$ cat config.mk
export PLATFORM = sky130hd
export DESIGN_NAME = seg_scan_decoder_flat
export DESIGN_NICKNAME = d
export VERILOG_FILES = /design/src/rtl/seg_scan_decoder_pkg.sv /design/src/rtl/seg_scan_decoder_if.sv /design/src/rtl/seg_scan_decoder_glyph.sv /design/src/rtl/seg_scan_decoder.sv /design/src/flat_wrapper.sv
export SDC_FILE = /design/constraint.sdc
export NUM_CORES = 1
export LEC_CHECK = 0
export BUFFER_PORTS_ARGS = -buffer_cell sky130_fd_sc_hd__clkbuf_2
export CORE_UTILIZATION = 30
export CTS_BUF_LIST = sky130_fd_sc_hd__clkbuf_8
export CTS_CLUSTER_DIAMETER = 100
export DETAILED_ROUTE_END_ITERATION = 12
export MAX_ROUTING_LAYER = met4
export PLACE_DENSITY = 0.57
export SYNTH_ARGS = -nofsm -noshare
export SYNTH_HDL_FRONTEND = slang
export SYNTH_SLANG_ARGS = --single-unit
$ cat constraint.sdc
create_clock -name sys_clk -period 4.35 [get_ports sys_clk]
set_input_delay 0.6525 -clock sys_clk [delete_from_list [all_inputs] [get_ports sys_clk]]
set_output_delay 0.6525 -clock sys_clk [all_outputs]
set_load 0.005 [all_outputs]
$ cat src/rtl/seg_scan_decoder_pkg.sv
// Shared types and constants for the seven-segment scan decoder:
// glyph patterns, scan state machine encoding and anode helpers.
package seg_scan_pkg;

    // Segment patterns, bit 0 = segment a, 1 = lit.
    localparam logic [6:0] GLYPH_0 = 7'h3F;
    localparam logic [6:0] GLYPH_1 = 7'h06;
    localparam logic [6:0] GLYPH_2 = 7'h5B;
    localparam logic [6:0] GLYPH_3 = 7'h4F;
    localparam logic [6:0] GLYPH_4 = 7'h66;
    localparam logic [6:0] GLYPH_5 = 7'h6D;
    localparam logic [6:0] GLYPH_6 = 7'h7D;
    localparam logic [6:0] GLYPH_7 = 7'h07;
    localparam logic [6:0] GLYPH_8 = 7'h7F;
    localparam logic [6:0] GLYPH_9 = 7'h6F;
    localparam logic [6:0] GLYPH_A = 7'h77;
    localparam logic [6:0] GLYPH_B = 7'h7C;
    localparam logic [6:0] GLYPH_C = 7'h39;
    localparam logic [6:0] GLYPH_D = 7'h5E;
    localparam logic [6:0] GLYPH_E = 7'h79;
    localparam logic [6:0] GLYPH_F = 7'h71;

    typedef enum logic [1:0] {
        WAIT   = 2'd0,
        SETTLE = 2'd1,
        HOLD   = 2'd2
    } scan_state_t;

    typedef struct packed {
        logic       valid;
        logic [2:0] idx;
    } an_sel_t;

    // Number of active (low) anode lines.
    function automatic logic [3:0] an_low_count(input logic [7:0] an);
        logic [3:0] lows;
        lows = 4'd0;
        for (int i = 0; i < 8; i++) begin
            lows = lows + {3'd0, ~an[i]};
        end
        return lows;
    endfunction

    // Digit index of a one-hot-low anode vector; valid only if exactly one line is low.
    function automatic an_sel_t anode_decode(input logic [7:0] an);
        an_sel_t r;
        r.valid = (an_low_count(an) == 4'd1);
        r.idx   = 3'd0;
        for (int i = 0; i < 8; i++) begin
            if (!an[i]) begin
                r.idx = 3'(i);
            end else begin
                r.idx = r.idx;
            end
        end
        return r;
    endfunction

endpackage

$ cat src/rtl/seg_scan_decoder_if.sv
// Multiplexed seven-segment display bus: active-low anodes, segments and DP.
interface seg_scan_decoder_if;
    logic [7:0] AN;
    logic       CA;
    logic       CB;
    logic       CC;
    logic       CD;
    logic       CE;
    logic       CF;
    logic       CG;
    logic       DP;

    // Display driver side.
    modport master (output AN, CA, CB, CC, CD, CE, CF, CG, DP);
    // Monitor side.
    modport slave  (input  AN, CA, CB, CC, CD, CE, CF, CG, DP);
endinterface

$ cat src/rtl/seg_scan_decoder_glyph.sv
// Combinational seven-segment to hex nibble decoder; unknown patterns give 0 + err.
module seg7_glyph_decode
    import seg_scan_pkg::*;
(
    input  logic [6:0] seg_i,
    output logic [3:0] nibble_o,
    output logic       err_o
);

    // Table lookup of the lit-segment pattern.
    always_comb begin
        nibble_o = 4'h0;
        err_o    = 1'b0;
        case (seg_i)
            GLYPH_0: nibble_o = 4'h0;
            GLYPH_1: nibble_o = 4'h1;
            GLYPH_2: nibble_o = 4'h2;
            GLYPH_3: nibble_o = 4'h3;
            GLYPH_4: nibble_o = 4'h4;
            GLYPH_5: nibble_o = 4'h5;
            GLYPH_6: nibble_o = 4'h6;
            GLYPH_7: nibble_o = 4'h7;
            GLYPH_8: nibble_o = 4'h8;
            GLYPH_9: nibble_o = 4'h9;
            GLYPH_A: nibble_o = 4'hA;
            GLYPH_B: nibble_o = 4'hB;
            GLYPH_C: nibble_o = 4'hC;
            GLYPH_D: nibble_o = 4'hD;
            GLYPH_E: nibble_o = 4'hE;
            GLYPH_F: nibble_o = 4'hF;
            default: begin
                nibble_o = 4'h0;
                err_o    = 1'b1;
            end
        endcase
    end

endmodule

$ cat src/rtl/seg_scan_decoder.sv
// Receive-side monitor of a scanned 8-digit seven-segment bus. Rebuilds the
// displayed frame, publishes it when every digit has been seen, and classifies
// frame-to-frame motion (static / rotate left / rotate right).
module seg_scan_decoder
    import seg_scan_pkg::*;
#(
    parameter int unsigned SETTLE_CYCLES = 4,
    parameter int unsigned STALL_CYCLES  = 1048576
) (
    input  logic                sys_clk,
    input  logic                sys_rst,
    seg_scan_decoder_if.slave   bus,
    output logic [31:0]         digits,
    output logic [7:0]          dp_bits,
    output logic [7:0]          glyph_err,
    output logic                frame_valid,
    output logic                move_left,
    output logic                move_right,
    output logic                move_none,
    output logic                an_err,
    output logic                stall
);

    localparam logic [8:0]  SETTLE_W = 9'(SETTLE_CYCLES);
    localparam logic [31:0] STALL_W  = 32'(STALL_CYCLES);

    logic [7:0]  an_q, last_an_q;
    logic [6:0]  seg_q, last_seg_q;
    logic        dp_q, last_dp_q;
    scan_state_t state_q, state_d;
    logic [7:0]  cnt_q, cnt_d;
    logic [31:0] slot_nib_q, slot_nib_d;
    logic [7:0]  slot_dp_q, slot_dp_d;
    logic [7:0]  slot_err_q, slot_err_d;
    logic [7:0]  mask_q, mask_d;
    logic [31:0] digits_q, digits_d;
    logic [7:0]  dp_bits_q, dp_bits_d;
    logic [7:0]  glyph_err_q, glyph_err_d;
    logic        frame_valid_q, frame_valid_d;
    logic        move_left_q, move_left_d;
    logic        move_right_q, move_right_d;
    logic        move_none_q, move_none_d;
    logic        have_prev_q, have_prev_d;
    logic        an_err_q, an_err_d;
    logic [31:0] stall_cnt_q, stall_cnt_d;
    logic        stall_q, stall_d;

    an_sel_t     sel_s;
    logic        same_s;
    logic        capture_s;
    logic        publish_s;
    logic [8:0]  cnt_inc_s;
    logic [3:0]  dec_nib_s;
    logic        dec_err_s;

    seg7_glyph_decode u_glyph (
        .seg_i    (seg_q),
        .nibble_o (dec_nib_s),
        .err_o    (dec_err_s)
    );

    assign sel_s     = anode_decode(an_q);
    assign same_s    = (an_q == last_an_q) && (seg_q == last_seg_q) && (dp_q == last_dp_q);
    assign cnt_inc_s = {1'b0, cnt_q} + 9'd1;
    assign publish_s = (mask_q == 8'hFF);

    // Register the raw bus (converted to active-high) and keep the previous sample.
    always_ff @(posedge sys_clk) begin
        if (sys_rst) begin
            an_q       <= 8'hFF;
            seg_q      <= 7'h00;
            dp_q       <= 1'b0;
            last_an_q  <= 8'hFF;
            last_seg_q <= 7'h00;
            last_dp_q  <= 1'b0;
        end else begin
            an_q       <= bus.AN;
            seg_q      <= ~{bus.CG, bus.CF, bus.CE, bus.CD, bus.CC, bus.CB, bus.CA};
            dp_q       <= ~bus.DP;
            last_an_q  <= an_q;
            last_seg_q <= seg_q;
            last_dp_q  <= dp_q;
        end
    end

    // Settle state machine: capture a digit once it has been stable long enough.
    always_comb begin
        state_d   = state_q;
        cnt_d     = cnt_q;
        capture_s = 1'b0;
        case (state_q)
            WAIT: begin
                if (sel_s.valid) begin
                    if (SETTLE_W <= 9'd1) begin
                        capture_s = 1'b1;
                        cnt_d     = 8'd0;
                        state_d   = HOLD;
                    end else begin
                        cnt_d     = 8'd1;
                        state_d   = SETTLE;
                    end
                end else begin
                    cnt_d = 8'd0;
                end
            end
            SETTLE: begin
                if (!sel_s.valid) begin
                    cnt_d   = 8'd0;
                    state_d = WAIT;
                end else if (same_s) begin
                    if (cnt_inc_s >= SETTLE_W) begin
                        capture_s = 1'b1;
                        cnt_d     = 8'd0;
                        state_d   = HOLD;
                    end else begin
                        cnt_d = cnt_inc_s[7:0];
                    end
                end else begin
                    // A new stable candidate starts counting from this sample.
                    if (SETTLE_W <= 9'd1) begin
                        capture_s = 1'b1;
                        cnt_d     = 8'd0;
                        state_d   = HOLD;
                    end else begin
                        cnt_d = 8'd1;
                    end
                end
            end
            HOLD: begin
                if (!same_s || !sel_s.valid) begin
                    cnt_d   = 8'd0;
                    state_d = WAIT;
                end else begin
                    cnt_d = 8'd0;
                end
            end
            default: begin
                cnt_d   = 8'd0;
                state_d = WAIT;
            end
        endcase
    end

    // State machine registers.
    always_ff @(posedge sys_clk) begin
        if (sys_rst) begin
            state_q <= WAIT;
            cnt_q   <= 8'd0;
        end else begin
            state_q <= state_d;
            cnt_q   <= cnt_d;
        end
    end

    // Working slots, frame publish, motion classification and health monitors.
    always_comb begin
        slot_nib_d    = slot_nib_q;
        slot_dp_d     = slot_dp_q;
        slot_err_d    = slot_err_q;
        mask_d        = publish_s ? 8'h00 : mask_q;
        digits_d      = digits_q;
        dp_bits_d     = dp_bits_q;
        glyph_err_d   = glyph_err_q;
        frame_valid_d = publish_s;
        move_left_d   = 1'b0;
        move_right_d  = 1'b0;
        move_none_d   = 1'b0;
        have_prev_d   = have_prev_q | publish_s;
        an_err_d      = (an_low_count(an_q) >= 4'd2);

        if (capture_s) begin
            slot_nib_d[{sel_s.idx, 2'b00} +: 4] = dec_nib_s;
            slot_dp_d[sel_s.idx]                = dp_q;
            slot_err_d[sel_s.idx]               = dec_err_s;
            mask_d[sel_s.idx]                   = 1'b1;
            stall_cnt_d                         = 32'd0;
        end else if (stall_cnt_q >= STALL_W) begin
            stall_cnt_d = stall_cnt_q;
        end else begin
            stall_cnt_d = stall_cnt_q + 32'd1;
        end
        stall_d = (stall_cnt_d >= STALL_W);

        if (publish_s) begin
            digits_d    = slot_nib_q;
            dp_bits_d   = slot_dp_q;
            glyph_err_d = slot_err_q;
            // digits_q still holds the previous published frame here.
            if (have_prev_q) begin
                move_none_d  = (slot_nib_q == digits_q);
                move_left_d  = !move_none_d && (slot_nib_q == {digits_q[27:0], digits_q[31:28]});
                move_right_d = !move_none_d && !move_left_d &&
                               (slot_nib_q == {digits_q[3:0], digits_q[31:4]});
            end else begin
                move_none_d = 1'b0;
            end
        end else begin
            digits_d = digits_q;
        end
    end

    // Datapath and output registers.
    always_ff @(posedge sys_clk) begin
        if (sys_rst) begin
            slot_nib_q    <= 32'd0;
            slot_dp_q     <= 8'd0;
            slot_err_q    <= 8'd0;
            mask_q        <= 8'd0;
            digits_q      <= 32'd0;
            dp_bits_q     <= 8'd0;
            glyph_err_q   <= 8'd0;
            frame_valid_q <= 1'b0;
            move_left_q   <= 1'b0;
            move_right_q  <= 1'b0;
            move_none_q   <= 1'b0;
            have_prev_q   <= 1'b0;
            an_err_q      <= 1'b0;
            stall_cnt_q   <= 32'd0;
            stall_q       <= 1'b0;
        end else begin
            slot_nib_q    <= slot_nib_d;
            slot_dp_q     <= slot_dp_d;
            slot_err_q    <= slot_err_d;
            mask_q        <= mask_d;
            digits_q      <= digits_d;
            dp_bits_q     <= dp_bits_d;
            glyph_err_q   <= glyph_err_d;
            frame_valid_q <= frame_valid_d;
            move_left_q   <= move_left_d;
            move_right_q  <= move_right_d;
            move_none_q   <= move_none_d;
            have_prev_q   <= have_prev_d;
            an_err_q      <= an_err_d;
            stall_cnt_q   <= stall_cnt_d;
            stall_q       <= stall_d;
        end
    end

    assign digits      = digits_q;
    assign dp_bits     = dp_bits_q;
    assign glyph_err   = glyph_err_q;
    assign frame_valid = frame_valid_q;
    assign move_left   = move_left_q;
    assign move_right  = move_right_q;
    assign move_none   = move_none_q;
    assign an_err      = an_err_q;
    assign stall       = stall_q;

endmodule

$ cat src/flat_wrapper.sv
// flat-port wrapper written by rule: the top's interface ports become plain ports
module seg_scan_decoder_flat import seg_scan_pkg::*;
#(
    parameter int unsigned SETTLE_CYCLES = 4,
    parameter int unsigned STALL_CYCLES  = 1048576
)
  (sys_clk, sys_rst, digits, dp_bits, glyph_err, frame_valid, move_left, move_right, move_none, an_err, stall, bus_AN, bus_CA, bus_CB, bus_CC, bus_CD, bus_CE, bus_CF, bus_CG, bus_DP);
  seg_scan_decoder_if bus_i ();
  input  logic sys_clk;
  input  logic sys_rst;
  output logic [31:0] digits;
  output logic [7:0] dp_bits;
  output logic [7:0] glyph_err;
  output logic frame_valid;
  output logic move_left;
  output logic move_right;
  output logic move_none;
  output logic an_err;
  output logic stall;
  input wire logic [$bits(bus_i.AN)-1:0] bus_AN;
  input wire logic [$bits(bus_i.CA)-1:0] bus_CA;
  input wire logic [$bits(bus_i.CB)-1:0] bus_CB;
  input wire logic [$bits(bus_i.CC)-1:0] bus_CC;
  input wire logic [$bits(bus_i.CD)-1:0] bus_CD;
  input wire logic [$bits(bus_i.CE)-1:0] bus_CE;
  input wire logic [$bits(bus_i.CF)-1:0] bus_CF;
  input wire logic [$bits(bus_i.CG)-1:0] bus_CG;
  input wire logic [$bits(bus_i.DP)-1:0] bus_DP;
  assign bus_i.AN = bus_AN;
  assign bus_i.CA = bus_CA;
  assign bus_i.CB = bus_CB;
  assign bus_i.CC = bus_CC;
  assign bus_i.CD = bus_CD;
  assign bus_i.CE = bus_CE;
  assign bus_i.CF = bus_CF;
  assign bus_i.CG = bus_CG;
  assign bus_i.DP = bus_DP;
  seg_scan_decoder #(.SETTLE_CYCLES(SETTLE_CYCLES), .STALL_CYCLES(STALL_CYCLES)) u_core (.sys_clk(sys_clk), .sys_rst(sys_rst), .bus(bus_i), .digits(digits), .dp_bits(dp_bits), .glyph_err(glyph_err), .frame_valid(frame_valid), .move_left(move_left), .move_right(move_right), .move_none(move_none), .an_err(an_err), .stall(stall));
endmodule
### Word-level counts from Yosys, hierarchy flattened

Cells that the tools add are included.

* bits in registers: 185
* bits in latches: 0
* memory bits (writable): 0
* bits in read-only memories: 0
* bits of input ports: 18
* memories: 0

* add/subtract/negate cells: 10
* $mul: 0
* divide/modulo/power cells: 0
* $lt $le $gt $ge: 6
* equality and inequality tests: 30
* shift-type cells: 2
* muxes and demuxes: 33
* bitwise logic cells: 14
* reduce and logical (&&, ||, !) cells: 15

Operators by type and width (count)
* 32-bit == test: 3
* 7-bit == test (second input constant): 12
* 32-bit by 21-bit >= comparator with 1-bit output (second input constant): 2
* 32-bit two-way mux: 2
* 4-bit case mux with 15 select lines: 1
* 8-bit two-way mux: 5
* 32-bit by 1-bit adder with 32-bit output (second input constant): 1
* 32-bit bitwise mux: 1
* 4-bit by 7-bit variable shift with 32-bit output (first input constant): 1
* 4-bit by 7-bit indexed part select with 32-bit output: 1
* 4-bit by 1-bit adder with 4-bit output: 6
* 8-bit bitwise mux: 2
* 8-bit case mux with 2 select lines: 1
* 16-bit OR reduction: 1
* 7-bit by 3-bit == test with 1-bit output (second input constant): 2
* 7-bit by 6-bit == test with 1-bit output (second input constant): 2
* 2-bit two-way mux: 7
* 3-bit two-way mux: 4
* 1-bit NOT: 11
* 8-bit by 1-bit adder with 9-bit output (second input constant): 1
* 9-bit by 3-bit >= comparator with 1-bit output (second input constant): 1
* 8-bit == test: 1
* 8-bit == test (second input constant): 1
* 1-bit two-way mux: 8
* other kinds (23): 33

### Longest topological paths before layout

Gate-level depths: netlist (run 1).

* depth in word-level cells: 13
* mapped depth: 12

### Hierarchy

A second synthesis (run 1) with hierarchy kept.

* cells, all modules: 945
* area, all modules: 8629.5 um^2

By module, submodules not included
* seg_scan_decoder: times used 1, cells an instance 891, area an instance 8249.2 um^2, seq. area each 3703.6 um^2
* seg7_glyph_decode: times used 1, cells an instance 54, area an instance 380.4 um^2, seq. area each 0.0 um^2

### Worst setup path after synthesis (run 1)

OpenSTA, ideal clock, no wires.

* path kind: reg-to-reg
* start point: register u_core.an_q[1]
* end point: register u_core.slot_dp_q[5]
* setup time: 0.130 ns
* arrival: 3.830 ns
* slack: 0.390 ns
* stages on the path, launching flop included: 12
* path buffers: 0
* period minus slack after synthesis: 3.960 ns
* cell sequence: dfxtp_1 inv_1 ha_1 fa_1 fa_1 fa_1 fa_1 nor4b_1 a21oi_1 a211o_1 or4_4 mux2i_1

* longest elaborated chain between the ends: 12
* elaborated cells between the ends (all ways): 28
* classes of those cells: 7 x add/sub; 2 x order compare; 2 x eq/ne; 13 x mux; 1 x bitwise; 3 x reduce/logical

Ends and longest elaborated chain
* from (decl): RTL line seg_scan_decoder.sv:27 `logic [7:0] an_q, last_an_q;`
* from (signal assigned): RTL line seg_scan_decoder.sv:77 `an_q <= bus.AN;`
* parallel branches: the longest is 12 deep, another holds 4-bit by 1-bit adder with 4-bit output
* to (signal assigned): RTL line seg_scan_decoder.sv:222 `slot_dp_q <= slot_dp_d;`
* to (decl): RTL line seg_scan_decoder.sv:33 `logic [7:0] slot_dp_q, slot_dp_d;`

Several ways; the timed one is not identified.
A chain may end at the register's enable or synchronous reset.

### Final worst setup path (run 1)

* start point: register u_core.an_q[0]
* end point: register u_core.slot_dp_q[5]

* longest elaborated chain between the ends: 11
* elaborated cells between the ends (all ways): 15
* classes of those cells: 7 x add/sub; 2 x eq/ne; 3 x mux; 1 x bitwise; 2 x reduce/logical

Ends and longest elaborated chain
* 1-bit NOT: RTL line seg_scan_decoder_pkg.sv:39 `lows = lows + {3'd0, ~an[i]};`
* 1-bit by 1-bit adder with 2-bit output: RTL line seg_scan_decoder_pkg.sv:39
* 4-bit by 1-bit adder with 4-bit output (6 in series): RTL line seg_scan_decoder_pkg.sv:39
* 4-bit by 1-bit == test with 1-bit output: RTL line seg_scan_decoder_pkg.sv:47 `r.valid = (an_low_count(an) == 4'd1);`
* 1-bit two-way mux (*): RTL line seg_scan_decoder.sv:107 `if (!sel_s.valid) begin`
* 1-bit two-way mux (*): RTL line seg_scan_decoder.sv:91 `case (state_q)`

Every way passes the cells marked *; elsewhere a longest branch is shown, timed or not.

==> results of run 1 <==
## per-layer routing
metal | global-route usage | share of wire
met1 | 0.2122 | 0.52
met3 | 0.02830 | 0.038
met4 | 0.03998 | 0.010
met5 | - | 0
met2 | 0.2185 | 0.43
## worst max-delay path by stage
stage	slack (ns)	to	start	cells after the start
after CTS	0.11	u_core.slot_nib_q[18]$_SDFFE_PP0P_	u_core.an_q[0]$_SDFF_PP1_	12
after global routing	0.04	u_core.slot_nib_q[31]$_SDFFE_PP0P_	u_core.an_q[0]$_SDFF_PP1_	12
after detailed placement	0.16	u_core.slot_nib_q[18]$_SDFFE_PP0P_	u_core.an_q[0]$_SDFF_PP1_	12
final	0.25	u_core.slot_dp_q[5]$_SDFFE_PP0P_	u_core.an_q[0]$_SDFF_PP1_	11
after global placement	0.26	u_core.stall_cnt_q[22]$_SDFF_PP0_	u_core.an_q[0]$_SDFF_PP1_	12
after floorplan	0.39	u_core.slot_dp_q[5]$_SDFFE_PP0P_	u_core.an_q[1]$_SDFF_PP1_	11
## cells in the final DEF, fill, tap and decap left out, drive strengths merged, types with 3 or more instances in the layout
| cell type | synthesis | layout |
|---|---|---|
| and3 | 10 | 10 |
| nor2b | 9 | 9 |
| xor2 | 124 | 124 |
| or4 | 7 | 7 |
| xnor2 | 8 | 8 |
| nand2 | 123 | 123 |
| clkbuf | 34 | 89 |
| buf | 17 | 10 |
| a21oi | 67 | 67 |
| and4 | 5 | 5 |
| nand4b | 3 | 3 |
| nand4 | 32 | 32 |
| nor3b | 3 | 3 |
| nor2 | 41 | 41 |
| nand3b | 3 | 3 |
| and2 | 15 | 15 |
| nand2b | 54 | 54 |
| inv | 18 | 24 |
| nand3 | 23 | 23 |
| conb | 1 | 6 |
| or3 | 3 | 3 |
| nor3 | 10 | 10 |
| or2 | 18 | 18 |
| clkinv | 0 | 5 |
| ha | 12 | 12 |
| o21ai | 4 | 4 |
| mux2i | 48 | 48 |
| o2111ai | 3 | 3 |
| nor4 | 40 | 40 |
| a21o | 4 | 4 |
| o211ai | 5 | 5 |
| dfxtp | 185 | 185 |
| fa | 4 | 4 |
## power breakdown
part           leakage (nW)  total (W)  internal (W)  switching [W]
clock                 0.193    0.00113      0.000451       0.000675
sequential             1.50    0.00175       0.00172      0.0000300
combinational          2.77   0.000213     0.0000869       0.000126
total                  4.47    0.00309       0.00226       0.000832
## worst reg2reg max path: stages (launching register included)
cell     delay [ns]
dfxtp_1        0.38
inv_1          0.06
ha_1           0.30
fa_1           0.50
fa_1           0.43
fa_1           0.41
fa_1           0.49
nor4b_2        0.31
a21oi_1        0.15
a211o_1        0.32
or4_4          0.47
mux2i_1        0.14
## registers in the layout, summed over array words and instances (netlist names), 2 cells and up
signal,cells
u_core.an_q,8
u_core.cnt_q,8
u_core.digits,32
u_core.dp_bits,8
u_core.glyph_err,8
u_core.last_an_q,8
u_core.last_seg_q,7
u_core.mask_q,8
u_core.seg_q,7
u_core.slot_dp_q,8
u_core.slot_err_q,8
u_core.slot_nib_q,32
u_core.stall_cnt_q,32
u_core.state_q,2
## timing repair
action                                  CTS  global route
endpoints found under the hold margin     0             0
endpoints found under the setup margin    0            59
gates resized for setup                   0             3
## cells by family (layout without fill, tap and decap cells)
group / after synthesis / in the layout / synth area share
AND/OR/NAND/NOR: 403 / 403 / 0.2509
AO/OA/AOI/OAI: 98 / 98 / 0.06758
XOR/XNOR: 132 / 132 / 0.1346
other: 1 / 6 / 0.0004365
multiplexers: 48 / 48 / 0.05593
buffers and inverters: 69 / 130 / 0.03262
adder cells (fa/ha/maj): 16 / 16 / 0.02680
flip-flops: 185 / 185 / 0.4311
## layout make-up
class | count | area share
Tap cell | 378 | 0.04876
Multi-Input combinational cell | 703 | 0.4788
Timing Repair Buffer | 80 | 0.04385
Sequential cell | 185 | 0.3818
Inverter | 18 | 0.006965
Clock buffer | 19 | 0.02696
Clock inverter | 13 | 0.01290
## metrics by stage
stage / setup WS [ns] / std cells / total power [W] / utilization / area (um^2)
after global routing: 0.03673 / 1396 / 0.003224 / 0.3463 / 9701
after detailed placement: 0.1622 / 1364 / 0.001997 / 0.3321 / 9303
after CTS: 0.1113 / 1396 / 0.003127 / 0.3459 / 9689
after floorplan: 0.3896 / 957 / 0.001941 / - / 8610
after global placement: 0.2642 / 1364 / 0.001994 / 0.3321 / 9303
final: 0.2479 / 1396 / 0.003088 / 0.3463 / 9701
==> results.txt, run 1 <==
- The run finished with clean final reports.
- Registers take 3704 um^2.
* Area of the die: 29320 um^2
- Top post-synthesis cells by count: dfxtp_1, xor2_1, nand2_1
- Horizontal die dimension: 171.2 um
* Number of hold buffers added after cts: 0
* Length in cells of the worst reg-to-reg path: 11
- Between clock sinks in the finished design, the worst skew comes to 0.02484 ns.
- Compared with the post-synthesis result, the final layout area differs by 12.92%.
* Power per standard cell area: 318.3 nW/um^2
* Top_reg_cell synth: dfxtp_1
- The final-report max-slew violation count is 0.
- Crit share post-route: 0.9430
* Final setup violation count: 0
- Top cell type's share of synthesized area: 0.4311
- Across the run, the number of max-cap violations was 0.
- Die height: between 150 and 200 um
- Pin count of the biggest net entering global routing: 78
- Site row count: 61
* Global-route wire length before repair: 33.51 mm
- Wire per inst: about 15 um
* Maximum level of the CTS H-tree: 4
- Cell Chain, Critical Path: inv_1, ha_1, fa_1, fa_1, fa_1, fa_1, nor4b_2, a21oi_1, a211o_1, or4_4, mux2i_1
- Number of fill cells in the layout: 2914
- The pre-antenna-repair detailed-routing pass consisted of 5 iterations.
- For this run, the slowest stage of the critical path takes approximately 0.5 ns.
* Clock buffers created by TritonCTS: 17
- For this run, the total global-route usage over all layers was measured as 0.1505.
- The worst hold path belongs to the class in2reg.
- After synthesis, the share of flip-flops with an asynchronous set or reset is 0.
- Netlist area before placement: 8591 um^2
- Number of global-route vias before repair: 6168
- The worst setup path is captured at a flop.
- The final layout contains routed wiring with a total length of 20.76 mm.
- In this run, synthesis inferred 0 flip-flops with an integrated enable.
* Net count, final: 1039
* Slack of the worst reg-to-reg path: 0.25 ns
* Fin. Hold Viols: 0
* Global route total overflow: 0
- Insertion delay of the later-clocked pin in the worst-skew pair: between 0.4 and 0.5 ns
- CTS tree: done
- Last weighted congestion value of the routability-driven placer: slightly above 0.9
* Reg-to-Reg End: u_core.slot_dp_q[5]$_SDFFE_PP0P_
- In this run, synthesis produced a sequential element count of about 190.
- Setup repair after global routing left no endpoint under its margin.
* Crit path max fanout: 5
- Count of inserted antenna diode cells: 0
- Post-layout minimum cycle time: 4.102 ns
* Top delay family on crit path: adder cells
- Worst-Margin Slew: 1.079 ns
- Worst hold endpoint: u_core.seg_q[2]$_SDFF_PP0_
* Max-slew headroom at the worst pin: 0.2787
- Post-CTS setup repair buffer count: 0
- Detailed placement HPWL: 15.01 mm
* Number of top-level pins: just over 70
* Leakage: roughly 4.5 nW
- In this run the clock root is driven by a clkbuf_8.
* Input/output buffers: 71
- Number of antenna violations at the first check in global routing: 0
- F_max: 243.8 MHz
- Dividing the detail-routed via count by the number of cells gives 4.761.
- Worst Setup Path Type: reg2reg
- The number of buffers and inverters on the critical path is 1.
* Library cell appearing most often on the critical path: fa_1
- Data required time of the worst path: 4.68 ns
* Multi-input gate area: 4644 um^2
* Seq/Total Area, Yosys: 0.4311
* Most area-consuming cells after synthesis: dfxtp_1, xor2_1, mux2i_1
- Routed vias: 6646
- On the final layout, the worst hold slack is 0.3185 ns.
- After floorplanning, the core was sized to cover 28010 um^2.
* Syn avg cell area: 9.024 um^2
* Number of instances in the synthesized netlist: 952
- Clock Sink Count: 185
- Most area-hungry cell type in the Yosys netlist: dfxtp_1
- The synthesized netlist contains 53 unique library cells.
- CTS max path bufs: 2
- TNS Setup: 0 ns
- First-iteration detailed-routing DRC count: 479
* Cell with the biggest individual delay on the critical path: fa_1
* Critical R2R Launch: u_core.an_q[0]$_SDFF_PP1_
- Among all cell types in the netlist, the one instantiated most often is dfxtp_1.
- Kind of start point of the critical path: flop
- Fraction of layout instances using a drive strength above 1: 0.1395
- Origin of the worst min-delay path: bus_CC
* Initial Utilization: 0.3067
- Across the VDD grid, the largest voltage drop is 0.1569 mV.
- Counting instances, the worst hold path has a depth of 2.
- The detail route stage leaves a number of antenna-violating nets equal to 0.
- After clock tree synthesis, the clock-pin slew on the worst setup and hold paths is roughly 0.10 ns.
* DRC violation count after routing: 0
* Arrival time at the worst endpoint: 4.43 ns
- Warnings from Yosys: 0
Power figures use the tool's default switching activity.
==> run 2, diff against run 1 <==
--- a/config.mk
+++ b/config.mk
@@ -14,4 +14,5 @@
 export PLACE_DENSITY = 0.57
 export SYNTH_ARGS = -nofsm -noshare
 export SYNTH_HDL_FRONTEND = slang
+export SYNTH_HIERARCHICAL = 1
 export SYNTH_SLANG_ARGS = --single-unit
==> run 2 against run 1 <==
  * Utilization is 0.48 points higher
  * Area after synthesis is 0.45% higher
  * Power is 3.3% higher
  * Cell area is 1.4% higher
  * Sequential power hardly changed
  * Critical path type unchanged
  * Non-clock buffer count is 2 higher
  * First-iteration DRC count is 4.2% higher
  * Critical endpoint is now u_core/slot_err_q[5]$_SDFFE_PP0P_
==> results.txt, run 2 <==
- The run finished with clean final reports.
- The share of the Yosys chip area taken by registers is 0.4292.
- Once layout is complete, the utilization of the core stands at 0.3511.
- Ranked by total cell area, the synthesized netlist is headed by dfxtp_1, xor2_1, nand2_1.
* Placed instance area: 9358 um^2
* Net count, final: 1038
- Count of inserted antenna diode cells: 0
* Max-slew headroom at the worst pin: 0.2221
- Input/output buffers: 71
- The library cells used most frequently in the layout, excluding fill and tap cells, are dfxtp_1, nand2_1, xor2_1.
- In this design, the critical path's most frequently occurring cell is fa_1.
- The floorplan step defined a die boundary enclosing approximately 29000 um^2.
- The biggest area contributor in the post-synthesis netlist is dfxtp_1.
* FF+latch area: roughly 3700 um^2
- Among all stages on the critical path, the largest delay is contributed by fa_1.
* Crit path max fanout: 4
- Maximum cell stage delay along the critical path: 0.54 ns
- The worst setup path is captured at a flop.
* Most frequent cell after synthesis: dfxtp_1
* Netlist area before placement: 8630 um^2
- Counting the fill cells in the layout gives 2943.
* Number of distinct standard cells referenced by the synthesized netlist: 64
- Traced cell by cell, the critical path runs through fa_1, inv_1, fa_1, fa_1, ha_1, inv_1, fa_1, nor4bb_2, a21o_1, o211ai_1, or4_4, mux2i_1.
- For the pin with the worst max-slew slack, the measured transition is 1.167 ns.
- Across all hold checks on the routed design, the worst slack comes to 0.3075 ns.
* Gr usage total: 0.1533
- Max-cap violations in this run came to 0.
- Dividing the detail-routed via count by the number of cells gives 4.783.
* Most frequent standard cell in the layout excluding fill and tap cells: dfxtp_1
- Post-DRT Antenna Nets: 0
- The critical path is of the reg2reg type.
- Setup repair after global routing could not meet its margin everywhere.
- During synthesis, Yosys emitted a total of 6 warnings.
- The congestion estimate from routability-driven global placement came to slightly above 0.9.
- The floorplan has 61 rows.
- Global route total overflow: 0
- Dividing total power by cell area gives a power density of 324.4 nW/um^2.
- The clock tree synthesis step divided the H-tree into 4 levels.
- The later pin in the worst-skew pair is clocked with a latency of 0.48 ns.
* Final setup violation count: 0
- Clock-pin slew was measured on the worst setup and hold paths at 0.11 ns.
- Worst Skew: approximately 0.023 ns
- Number of top-level pins: between 70 and 80
- CTS max path bufs: 2
- Root buffer cell: clkbuf_8
* F_max: ~240 MHz
* Number of antenna violations at the first check in global routing: 0
- Across all layers, the routed design uses 6677 vias.
* Worst Hold Class: in2reg
* First-iteration detailed-routing DRC count: 499
- IR analysis of the VDD net gives a maximum drop of between 0.15 and 0.2 mV.
- Kind of start point of the critical path: flop
- Layout Area Growth over Synthesis: 13.96%
- In this run, post-CTS hold repair placed 0 buffers.
- Initial Utilization: 0.3081
- In this run the standard cell core region covers 28010 um^2.
- The via count of the first global-routing pass came to about 6300.
- Fraction of registers with async set or reset after synthesis: 0
* Wire per inst: 15.14 um
- The floorplan step set the die height to 171.6 um.
* Number of instances in the synthesized netlist: 945
- Summing all non-filler instances in the final layout gives an area of 9834 um^2.
* Count of flip-flops with a built-in enable after synthesis: 0
* Cells after DPL: 1363
- The final count of hold timing violations is 0.
- Detailed placement HPWL: 15.10 mm
- The smallest clock period supported by the final layout is computed as 4.158 ns.
* Top_reg_cell synth: dfxtp_1
- The count of cells in the finished layout, fillers not included, comes to 1396.
- Clock Sink Count: approximately 190
- Arrival time at the worst endpoint: 4.51 ns
* Top cell type's share of synthesized area: 0.4292
* TNS Setup: 0 ns
* Fraction of layout instances using a drive strength above 1: 0.1552
- TritonCTS built the clock tree.
* Multi-input gate area: between 4000 and 5000 um^2
- FF+latch count, synth: 185
* Horizontal die dimension: around 170 um
- Data required time of the worst path: 4.70 ns
- DRC violation count after routing: 0
- Top post-synthesis cells by count: dfxtp_1, nand2_1, xor2_1
* Leakage: about 4.3 nW
* Clock buffers created by TritonCTS: 17
- Global-route wire length before repair: between 30 and 40 mm
* Crit share post-route: 0.9559
* Pin count of the biggest net entering global routing: 72
* Total length of routed wires: ~21 mm
* Syn avg cell area: 9.132 um^2
* Router iterations before antenna repair: 5
* Max Transition Viols Final: 0
-- run 2: cell count changes after synthesis, moves of 4 or more --
cell | previous run | this run
nand4_1 | 31 | 25
a21oi_1 | 67 | 72
nand2_1 | 123 | 130
nor4_1 | 37 | 24
buf_2 | 11 | 7
and3_1 | 10 | 6
a21bo_2 | 0 | 4
xor2_1 | 124 | 97
xnor2_1 | 8 | 34
-- run 2: cell type report --
class	instances	area share
clock buffers	17	0.02379
clock inverters	15	0.02023
inverters	18	0.006870
multi-input cells	701	0.4793
flip-flops and latches	185	0.3766
well taps	378	0.04809
repair buffers	82	0.04517
-- run 2: kinds of logic (layout without fill, tap and decap cells) --
kind of cell    count (synthesis)  after routing  share of synthesized area
fa+ha+maj                      15             15                    0.02523
mux                            47             47                    0.05466
compound gates                106            106                    0.07481
xor+xnor                      131            131                     0.1330
flops                         185            185                     0.4292
buf+inv                        64            132                    0.03146
other cells                     1              6                  0.0004346
simple gates                  396            396                     0.2513
-- run 2: worst paths after layout --
path / startpoint / to / slack (ns) / cells after the start
setup / recovery: u_core/an_q[0]$_SDFF_PP1_ / u_core/slot_err_q[5]$_SDFFE_PP0P_ / 0.19 / 12
hold / removal: bus_CA / u_core/seg_q[0]$_SDFF_PP0_ / 0.31 / 2
setup reg to reg: u_core/an_q[0]$_SDFF_PP1_ / u_core/slot_err_q[5]$_SDFFE_PP0P_ / 0.19 / 12
hold reg to reg: u_core/slot_dp_q[5]$_SDFFE_PP0P_ / u_core/dp_bits[5]$_SDFFE_PP0P_ / 0.46 / 2
-- run 2: through the flow --
step | total power, W | setup slack, ns
global placement | 0.002018 | 0.2354
global route | 0.003345 | -0.05383
floorplan | 0.001960 | 0.4026
detailed placement | 0.002022 | 0.1668
finish | 0.003191 | 0.1917
CTS | 0.003239 | 0.1274
-- run 2: critical path, delay by kind of cell (launching register included) --
| kind | cells | cell delay, ns |
|---|---|---|
| AO/OA/AOI/OAI | 2 | 0.47 |
| adder cells (fa/ha/maj) | 5 | 2.10 |
| buffers and inverters | 2 | 0.12 |
| flip-flops | 1 | 0.36 |
| multiplexers | 1 | 0.14 |
| AND/OR/NAND/NOR | 2 | 0.85 |
-- run 2: layer usage --
layer,global-route usage,vias to the layer above,share of wire
li1,-,3316,-
met3,0.02715,26,0.050
met4,0.04852,0,0.019
met2,0.2329,162,0.46
met5,-,-,0
met1,0.2053,3173,0.48
-- run 2: power breakdown --
| part | internal (W) | total (W) | switching, W |
|---|---|---|---|
| sequential | 0.00172 | 0.00175 | 0.0000306 |
| combinational | 0.0000950 | 0.000237 | 0.000142 |
| clock | 0.000454 | 0.00120 | 0.000750 |
| total | 0.00227 | 0.00319 | 0.000923 |
-- run 2: what timing repair did --
item	in CTS	in global routing
hold endpoints to repair	0	0
resized for setup	0	8
setup buffers	0	1
setup endpoints to repair	0	64
==> run 3, diff against run 2 <==
--- a/config.mk
+++ b/config.mk
@@ -6,13 +6,16 @@
 export NUM_CORES = 1
 export LEC_CHECK = 0
 export BUFFER_PORTS_ARGS = -buffer_cell sky130_fd_sc_hd__clkbuf_2
+export CORE_ASPECT_RATIO = 0.9
 export CORE_UTILIZATION = 30
 export CTS_BUF_LIST = sky130_fd_sc_hd__clkbuf_8
 export CTS_CLUSTER_DIAMETER = 100
 export DETAILED_ROUTE_END_ITERATION = 12
 export MAX_ROUTING_LAYER = met4
 export PLACE_DENSITY = 0.57
+export REMOVE_ABC_BUFFERS = 1
 export SYNTH_ARGS = -nofsm -noshare
 export SYNTH_HDL_FRONTEND = slang
 export SYNTH_HIERARCHICAL = 1
 export SYNTH_SLANG_ARGS = --single-unit
+export TNS_END_PERCENT = 100
==> run 3 against run 2 <==
  * Critical path depth unchanged
  * Register-to-register slack got worse by 0.05 ns
  * Hold slack improved by 0.020 ns
  * Sequential power about the same
  * Setup slack got worse by 0.052 ns
  * Die area hardly changed
  * Combinational power is essentially flat
  * Cell count fell by 1.3%
  * Power rose by 0.97%
==> results.txt, run 3 (synthesis results as in run 2) <==
- The run finished with clean final reports.
* Router iterations before antenna repair: 4
- Global routing finished with a remaining overflow of 0.
- The core region is 28080 um^2.
* Fin. Hold Viols: 0
- Worst Setup Path Type: reg2reg
- Buffers placed on the I/O ports in this run total 71.
- Detailed routing inserted a total of 6606 vias.
- Summed over all layers, the routed wires come to around 21 mm.
* Power per standard cell area: 329.5 nW/um^2
- Layout Area Growth over Synthesis: 13.30%
- Worst-Margin Slew: roughly 1.1 ns
* TNS Setup: 0 ns
- After clock tree synthesis, the flow added hold-fix buffers numbering 0.
- Insertion delay of the later-clocked pin in the worst-skew pair: 0.47 ns
- Count of inserted antenna diode cells: 0
* Worst setup margin: 0.1393 ns
- Worst-case hold slack: ~0.33 ns
- Total power of the final layout: between 0.003 and 0.004 W
- MaxCap Viol Count: 0
- Worst Skew: about 0.016 ns
* Crit share post-route: 0.9680
- The analysis attributes to cell leakage a power of around 4.3 nW.
- DRC violation count after routing: 0
- Pin count of the biggest net entering global routing: 81
- Data on the critical path arrives at its endpoint at between 4 and 5 ns.
- CTS tree: done
* Type of element capturing the critical path: flop
* Initial Utilization: 0.3073
- Clock buffers created by TritonCTS: 17
- Clock Sink Count: 185
- The initialized floorplan defines 58 standard-cell rows.
- Crit path max fanout: 4
* Net count, final: 1038
* Fraction of layout instances using a drive strength above 1: 0.1493
* Gr usage total: 0.1526
* Number of top-level pins: 72
- Max Transition Viols Final: 0
- Setup repair after global routing missed its margin: no
* Number of fill cells in the layout: 2911
- The number of antenna violations at the first check in global routing came to 0.
- The cell sitting at the root of the clock tree is a clkbuf_8.
- Setup violations remaining at the end of the flow were counted as 0.
- Before CTS, the worst setup slack after placement is -0.01042 ns.
- The detailed router finished its first iteration with 591 violations.
- The first global-routing pass estimated 34.33 mm of wire.
- Most frequent standard cell in the layout excluding fill and tap cells: dfxtp_1
* FF+latch area: approximately 3700 um^2
* Wire per inst: approximately 16 um
* Max-slew headroom at the worst pin: 0.2397
- Clk slew on worst S/H paths: 0.09 ns
* Leading cell types in the layout, fill and taps excluded: dfxtp_1, nand2_1, xor2_1
- Worst Hold Class: in2reg
* Data required time of the worst path: roughly 4.7 ns
* Horizontal die dimension: 180.8 um
* Maximum level of the CTS H-tree: 4
- Area of the die: 29450 um^2
- Number of global-route vias before repair: 6321
- CTS max path bufs: 2
- Summing all multi-input logic gate instances after layout gives about 4700 um^2.
* Die height: 162.9 um
- The detail route stage leaves a number of antenna-violating nets equal to 0.
- The worst-case IR drop observed on VDD is 0.1673 mV.
* Last weighted congestion value of the routability-driven placer: 0.8491
- Kind of start point of the critical path: flop
- Dividing the detail-routed via count by the number of cells gives 4.794.
- Post-layout minimum cycle time: 4.211 ns
- After legalization and detailed placement, the total HPWL measured between 10 and 15 mm.
- F_max: 237.5 MHz
-- run 3: cell count changes in the layout (fill, tap and decap cells not counted), sizes merged --
cell | before | now
clkinv | 7 | 5
clkbuf | 87 | 90
clkinvlp | 0 | 1
bufinv | 0 | 3
inv | 26 | 21
-- run 3: report_power, final --
part	switching (W)	internal, W
combinational	0.000142	0.0000942
clock	0.000624	0.000613
sequential	0.0000301	0.00172
total	0.000796	0.00243
-- run 3: critical path: stages (launching register included) --
cell and delay (ns):
dfxtp_1 0.35, fa_1 0.55, inv_1 0.05, fa_1 0.44
fa_1 0.49, ha_1 0.19, inv_1 0.06, fa_1 0.44
nor4bb_2 0.35, a21o_1 0.23, o21ai_1 0.14, or4_1 0.63
mux2i_1 0.16
-- run 3: path summary, 6_finish.rpt --
kind / startpoint / to / slack [ns] / depth (start not counted)
worst max register to register: u_core/an_q[0]$_SDFF_PP1_ / u_core/slot_nib_q[10]$_SDFFE_PP0P_ / 0.14 / 12
worst max-delay path: u_core/an_q[0]$_SDFF_PP1_ / u_core/slot_nib_q[10]$_SDFFE_PP0P_ / 0.14 / 12
worst min register to register: u_core/slot_dp_q[0]$_SDFFE_PP0P_ / u_core/dp_bits[0]$_SDFFE_PP0P_ / 0.45 / 2
worst min-delay path: bus_DP / u_core/dp_q$_SDFF_PP0_ / 0.33 / 2
-- run 3: metrics by stage --
stage,instance area (um^2),cells,utilization
2_1_floorplan,8444,904,-
3_3_place_gp,9335,1345,0.3324
3_5_place_dp,9335,1345,0.3324
4_1_cts,9763,1377,0.3476
5_1_grt,9777,1378,0.3481
6_report,9777,1378,0.3481
-- run 3: metal layers --
metal	GRT usage	share of wire	vias to the layer above
met5	-	0	-
met4	0.04274	0.010	0
met3	0.02639	0.044	17
met2	0.2206	0.43	152
met1	0.2160	0.52	3127
li1	-	-	3310
-- run 3: area by class of cell --
class | count | share of cell area
Multi-Input combinational cell | 701 | 0.4798
Tap cell | 360 | 0.04607
Inverter | 18 | 0.006911
Timing Repair Buffer | 82 | 0.04505
Clock buffer | 20 | 0.02815
Sequential cell | 185 | 0.3788
Clock inverter | 12 | 0.01523
-- run 3: timing repair --
item                       4_1_cts  5_1_grt
resized for setup                1        1
setup endpoints to repair       13       16
buffers inserted                 0        1
